$ cat src/rtl/cpu_pkg.sv
// Constants shared by the fetch and decode stages: widths, reset PC, opcode
// field layout and the unconditional-jump encoding.
package cpu_pkg;

    localparam int unsigned INST_W = 32;
    localparam int unsigned ADDR_W = 32;

    localparam logic [ADDR_W-1:0] RESET_PC_DEFAULT = 32'h0000_0000;

    localparam int unsigned OPC_MSB    = 31;
    localparam int unsigned OPC_LSB    = 26;
    localparam int unsigned JFIELD_MSB = 25;
    localparam int unsigned JFIELD_LSB = 0;

    localparam logic [OPC_MSB-OPC_LSB:0] OPC_JUMP = 6'b010010;

    // Word-aligned address mask; the two byte-offset bits are always zero.
    localparam logic [ADDR_W-1:0] WORD_MASK = ~32'h0000_0003;

    function automatic logic is_jump(input logic [INST_W-1:0] inst);
        return inst[OPC_MSB:OPC_LSB] == OPC_JUMP;
    endfunction

    function automatic logic [ADDR_W-1:0] jump_target(input logic [ADDR_W-1:0] pc,
                                                      input logic [INST_W-1:0] inst);
        return {pc[ADDR_W-1:28], inst[JFIELD_MSB:JFIELD_LSB], 2'b00};
    endfunction

endpackage

$ cat src/rtl/inst_fetch.sv
// Instruction fetch: owns the PC, addresses the combinational ROM and feeds
// decode through a valid/ready register slice. Jumps resolve here.
module inst_fetch
    import cpu_pkg::*;
#(
    parameter logic [ADDR_W-1:0] RESET_PC = RESET_PC_DEFAULT
) (
    input  logic              clk,
    input  logic              rst_n,
    output logic [ADDR_W-1:0] rom_addr,
    input  logic [INST_W-1:0] rom_inst,
    input  logic              redirect_valid,
    input  logic [ADDR_W-1:0] redirect_pc,
    output logic              out_valid,
    input  logic              out_ready,
    output logic [INST_W-1:0] out_inst,
    output logic [ADDR_W-1:0] out_pc,
    output logic [31:0]       fetch_count
);

    logic [ADDR_W-1:0] pc_q, pc_d;
    logic              valid_q, valid_d;
    logic [INST_W-1:0] inst_q, inst_d;
    logic [ADDR_W-1:0] opc_q, opc_d;
    logic [31:0]       count_q, count_d;
    logic              load;

    assign load = !valid_q || out_ready;

    // Redirect outranks the slice load, so a jump in rom_inst that cycle is lost.
    always_comb begin
        pc_d    = pc_q;
        valid_d = valid_q;
        inst_d  = inst_q;
        opc_d   = opc_q;
        if (redirect_valid) begin
            pc_d    = redirect_pc & WORD_MASK;
            valid_d = 1'b0;
        end else if (load) begin
            inst_d  = rom_inst;
            opc_d   = pc_q;
            valid_d = 1'b1;
            pc_d    = is_jump(rom_inst) ? jump_target(pc_q, rom_inst) : pc_q + 32'd4;
        end
    end

    // A handoff is counted even when a redirect squashes the slice that cycle.
    assign count_d = (valid_q && out_ready) ? count_q + 32'd1 : count_q;

    always_ff @(posedge clk or negedge rst_n) begin
        if (!rst_n) begin
            pc_q    <= RESET_PC;
            valid_q <= 1'b0;
            inst_q  <= '0;
            opc_q   <= '0;
            count_q <= '0;
        end else begin
            pc_q    <= pc_d;
            valid_q <= valid_d;
            inst_q  <= inst_d;
            opc_q   <= opc_d;
            count_q <= count_d;
        end
    end

    assign rom_addr    = pc_q;
    assign out_valid   = valid_q;
    assign out_inst    = inst_q;
    assign out_pc      = opc_q;
    assign fetch_count = count_q;

endmodule
$ cat config.mk
export PLATFORM = sky130hd
export DESIGN_NAME = inst_fetch
export DESIGN_NICKNAME = d
export VERILOG_FILES = /design/src/rtl/cpu_pkg.sv /design/src/rtl/inst_fetch.sv
export SDC_FILE = /design/constraint.sdc
export NUM_CORES = 1
export LEC_CHECK = 0
export BUFFER_PORTS_ARGS = -buffer_cell sky130_fd_sc_hd__buf_2
export CAP_MARGIN = 0
export CORE_ASPECT_RATIO = 0.9
export CORE_UTILIZATION = 42
export CTS_CLUSTER_SIZE = 25
export DETAILED_ROUTE_END_ITERATION = 8
export HOLD_SLACK_MARGIN = 0.12
export PLACE_DENSITY_LB_ADDON = 0.15
export SKIP_LAST_GASP = 1
export SYNTH_ARGS = -nofsm -noshare
export SYNTH_HDL_FRONTEND = slang
export SYNTH_SLANG_ARGS = --single-unit
$ cat constraint.sdc
create_clock -name clk -period 3.7 [get_ports clk]
set_input_delay 0.185 -clock clk [delete_from_list [all_inputs] [get_ports clk]]
set_output_delay 0.185 -clock clk [all_outputs]
set_load 0.005 [all_outputs]
== Yosys cells after proc, flatten, opt, wreduce, memory -nomap -nowiden ==
Cells that the tools add are included.
Operators by class
  add/subtract/negate cells: 2
  reduce and logical (&&, ||, !) cells: 6
  bitwise operators: 1
  eq/ne operators: 2
  mux-type cells: 5
Operators by type and width (number)
  32-bit two-way mux: 3
  32-bit by 1-bit adder with 32-bit output (second input constant): 1
  32-bit by 3-bit adder with 32-bit output (second input constant): 1
  6-bit by 5-bit == test with 1-bit output (second input constant): 1
  2-bit AND reduction: 2
  1-bit two-way mux: 2
  2-bit != test (second input constant): 1
  2-bit nonzero test: 1
  1-bit logical AND: 1
  1-bit logical NOT: 1
  1-bit logical OR: 1
  1-bit NOT: 1
Word-level totals
  word-level logic and storage cells: 22
  input port bits: 68
  output and inout bits: 129
  register bits after elaboration: 129

== Depth between registers and ports, before layout ==
  word-level depth: 4
  depth in mapped cells: 7
  gate-level depth less buffers: 6

== Worst setup path before layout ==
Ideal clock, no wire load.
  kind: flip-flop to flip-flop
  start point: register valid_q (netlist: out_valid)
  end point: register inst_q[0] (netlist: out_inst[0])
  setup time: 0.125 ns
  setup slack: 1.737 ns
  required time: 3.575 ns
  cell stages (with the launch flop): 7
  buffers on the path: 3
  arrival time: 1.838 ns
  period minus slack after synthesis: 1.963 ns
  path through: dfrtp_1 nor2b_1 clkbuf_1 nor2_1 clkbuf_1 buf_2 mux2_2
Between the ends
  longest elaborated chain between the ends: 3
RTL lines
  start, declared: RTL line inst_fetch.sv:22  | logic valid_q, valid_d;
  start signal, assigned: RTL line inst_fetch.sv:59  | valid_q <= valid_d;
  1-bit logical NOT: RTL line inst_fetch.sv:28  | assign load = !valid_q || out_ready;
  1-bit logical OR: RTL line inst_fetch.sv:28
  2-bit AND reduction (no line)
  end signal, assigned: RTL line inst_fetch.sv:60  | inst_q <= inst_d;
  end, declared: RTL line inst_fetch.sv:23  | logic [INST_W-1:0] inst_q, inst_d;
No other way between the ends.
A chain may end at the register's enable or synchronous reset.

== Final worst setup path ==
  start point: register valid_q (netlist: out_valid)
  end point: register opc_q[17] (netlist: out_pc[17])
Between the ends
  longest elaborated chain between the ends: 3
RTL lines
  1-bit logical NOT: RTL line inst_fetch.sv:28
  1-bit logical OR: RTL line inst_fetch.sv:28
  2-bit AND reduction (no line)
  end signal, assigned: RTL line inst_fetch.sv:61  | opc_q <= opc_d;
  end, declared: RTL line inst_fetch.sv:24  | logic [ADDR_W-1:0] opc_q, opc_d;
No other way between the ends.

==> impl_metrics.json <==
{
  "drc_errors": 0,
  "cp.required_ns": 4.00,
  "dpl.hpwl_mm": 11.78,
  "die_h_um": 115.5,
  "core_area_mm2": 0.01400,
  "critical_path.max_stage_delay_ns": 0.81,
  "cts.clk_slew.worst_paths_ns": 0.06,
  "post-place-cells": 902,
  "arrival_ns": 2.73,
  "rsz0062_at_grt": "no",
  "crit_type": "register to register",
  "synth_area_mm2": 0.006010,
  "yosysMostFrequentCell": "dfrtp_1",
  "slowest_stage": "nor2_4",
  "grt_max_degree": 100,
  "cts_tree": "yes",
  "period_share_pct": 65.91,
  "start_kind": "register",
  "maxSlewViolCount": 0,
  "p_total_w": 0.004016,
  "syn_inst": 542,
  "die-area_mm2": 0.01479,
  "area_growth_pct": 39.14,
  "cp_max_fo": 35,
  "tightest_slew_ns": 1.038,
  "synth_area_leader_cell": "dfrtp_1",
  "totalWireLength_mm": 17.46,
  "fmax_mhz": 410.1,
  "avgSynthCellArea_um2": 11.09,
  "synthArstFlopShare_pct": 100.0,
  "drive_gt1_share_pct": 38.63,
  "numCtsBuffers": 17,
  "antenna_found_initial": 0,
  "critPathTopFamily": "simple AND/OR/NAND/NOR gates",
  "cts.sinks": 125,
  "end_kind": "register",
  "postCtsSetupRepairBufs": 0,
  "synth_common_cells": "dfrtp_1 (125), mux2_2 (65), nand2_1 (42)",
  "gr-total-overflow": 0,
  "worstPathCellList": "nor2b_1, buf_4, nor2_4, buf_4, mux2_2",
  "ys.flop_type": "dfrtp_1",
  "synth.area.top_cells": "dfrtp_1 (52%), mux2_2 (12%), xnor2_1 (5.1%)",
  "p_leak_nw": 3.880,
  "synth_edf_count": 0,
  "routedWlPerCell_um": 17.50,
  "r2r_slack_ns": 1.26,
  "std_cell_rows": 41,
  "clockBufferDepth": 2,
  "grt_usage_pct": 24.37,
  "die_x_um": 128.1,
  "grt_pass1_vias": 5197,
  "ys_warn_count": 0,
  "maxSlewHeadroom_pct": 30.61,
  "clk_latency_ns": 0.42,
  "globalplace.congestion": 0.8075,
  "start_util_pct": 42.91,
  "nets": 862,
  "tns_ns": 0,
  "ios": 197,
  "drtIter0Drc": 269,
  "vias": 5252,
  "status": "completed",
  "maxCapViolations": 0,
  "hold_path.class": "input pin to register",
  "ant_nets": 0,
  "period_needed_ns": 2.439,
  "antenna_cells": 0,
  "setup_viol": 0,
  "skew_ns": 0.007126,
  "dr.pass1.iters": 5,
  "htree_levels": 4,
  "grt_pass1_wl_mm": 27.21,
  "synth-seq-cells": 125,
  "finalHoldViolations": 0,
  "yosys.cell_types.count": 57,
  "peakVddDrop_v": 0.0003608,
  "io_buffers": 190,
  "power_density_mw_per_mm2": 480.3,
  "path_buf_inv": 2,
  "yosysTopAreaCellShare_pct": 52.05,
  "avgViaCountPerCell": 5.263,
  "yosysSeqAreaShare_pct": 52.05,
  "layoutNonFillerInstCount": 998,
  "ctsRootBufferMaster": "clkbuf_16",
  "cp_common_cell": "buf_4"
}
-- final timing paths --
check                                         endpoint                   startpoint  depth (start not counted)
min in group asynchronous  fetch_count[24]$_DFFE_PN0P_                        rst_n                          2
min                              out_valid$_DFFE_PN0P_               redirect_valid                          2
max in group asynchronous      rom_addr[8]$_DFFE_PN0P_                        rst_n                          3
max reg2reg                     out_pc[17]$_DFFE_PN0P_        out_valid$_DFFE_PN0P_                          5
min reg2reg                fetch_count[31]$_DFFE_PN0P_  fetch_count[31]$_DFFE_PN0P_                          1
max                             out_pc[17]$_DFFE_PN0P_        out_valid$_DFFE_PN0P_                          5
-- sequential cells by signal (all words and copies together), names as in the netlist --
signal / cells
fetch_count: 32
out_inst: 32
out_pc: 30
rom_addr: 30
out_valid: 1
-- report_power, final --
| part | internal, W | switching (W) |
|---|---|---|
| combinational | 0.000369 | 0.000294 |
| sequential | 0.00154 | 0.000175 |
| clock | 0.00101 | 0.000630 |
-- layout by cell type, fill, tap and decap left out, types with 15 or more instances in the layout --
cell type,count
a21oi_1,18
and3_1,16
buf_2,189
clkbuf_16,17
dfrtp_1,125
dlygate4sd3_1,64
mux2_2,65
nand2_1,42
nand3_1,26
nand4_1,15
nor2_1,24
o21ai_0,20
xnor2_1,35
-- through the flow --
step	setup WS (ns)	util, %	instance area [um2]	hold WS, ns
finish	1.261	59.71	8362	0.2540
global route	1.097	59.71	8362	0.2358
floorplan	1.737	-	6021	-0.1106
detailed placement	1.270	50.96	7137	0.3595
CTS	1.255	59.71	8362	0.2143
global placement	1.336	50.96	7137	0.3443
-- layer usage --
layer | global-route usage, % | part of all wire (%)
met5 | 0 | 0
met4 | 7.686 | 1.4
met3 | 6.464 | 5.5
met2 | 38.77 | 47
met1 | 32.67 | 46
-- kinds of logic (layout without fill, tap and decap cells) --
logic type / after synthesis / after routing / share of synthesized area [%]
buf+inv: 48 / 308 / 3.498
compound gates: 81 / 81 / 9.057
fa+ha+maj: 2 / 2 / 0.4163
mux: 68 / 68 / 12.68
flops: 125 / 125 / 52.05
xor+xnor: 46 / 46 / 6.704
other cells: 1 / 4 / 0.06240
simple gates: 171 / 171 / 15.53
-- final cells by class --
cell class / instances / area [um2]
Clock inverter: 14 / 145.1
Tap cell: 193 / 241.5
Inverter: 12 / 45.04
Fill cell: 1184 / 5643
Multi-Input combinational cell: 372 / 2690
Clock buffer: 18 / 439.2
Timing Repair Buffer: 264 / 1673
Sequential cell: 125 / 3128
-- timing repair --
action,CTS,global route
resized for setup,0,0
hold endpoints to repair,161,0
hold buffers,64,0
No activity file was read; power rests on OpenSTA's default activity.
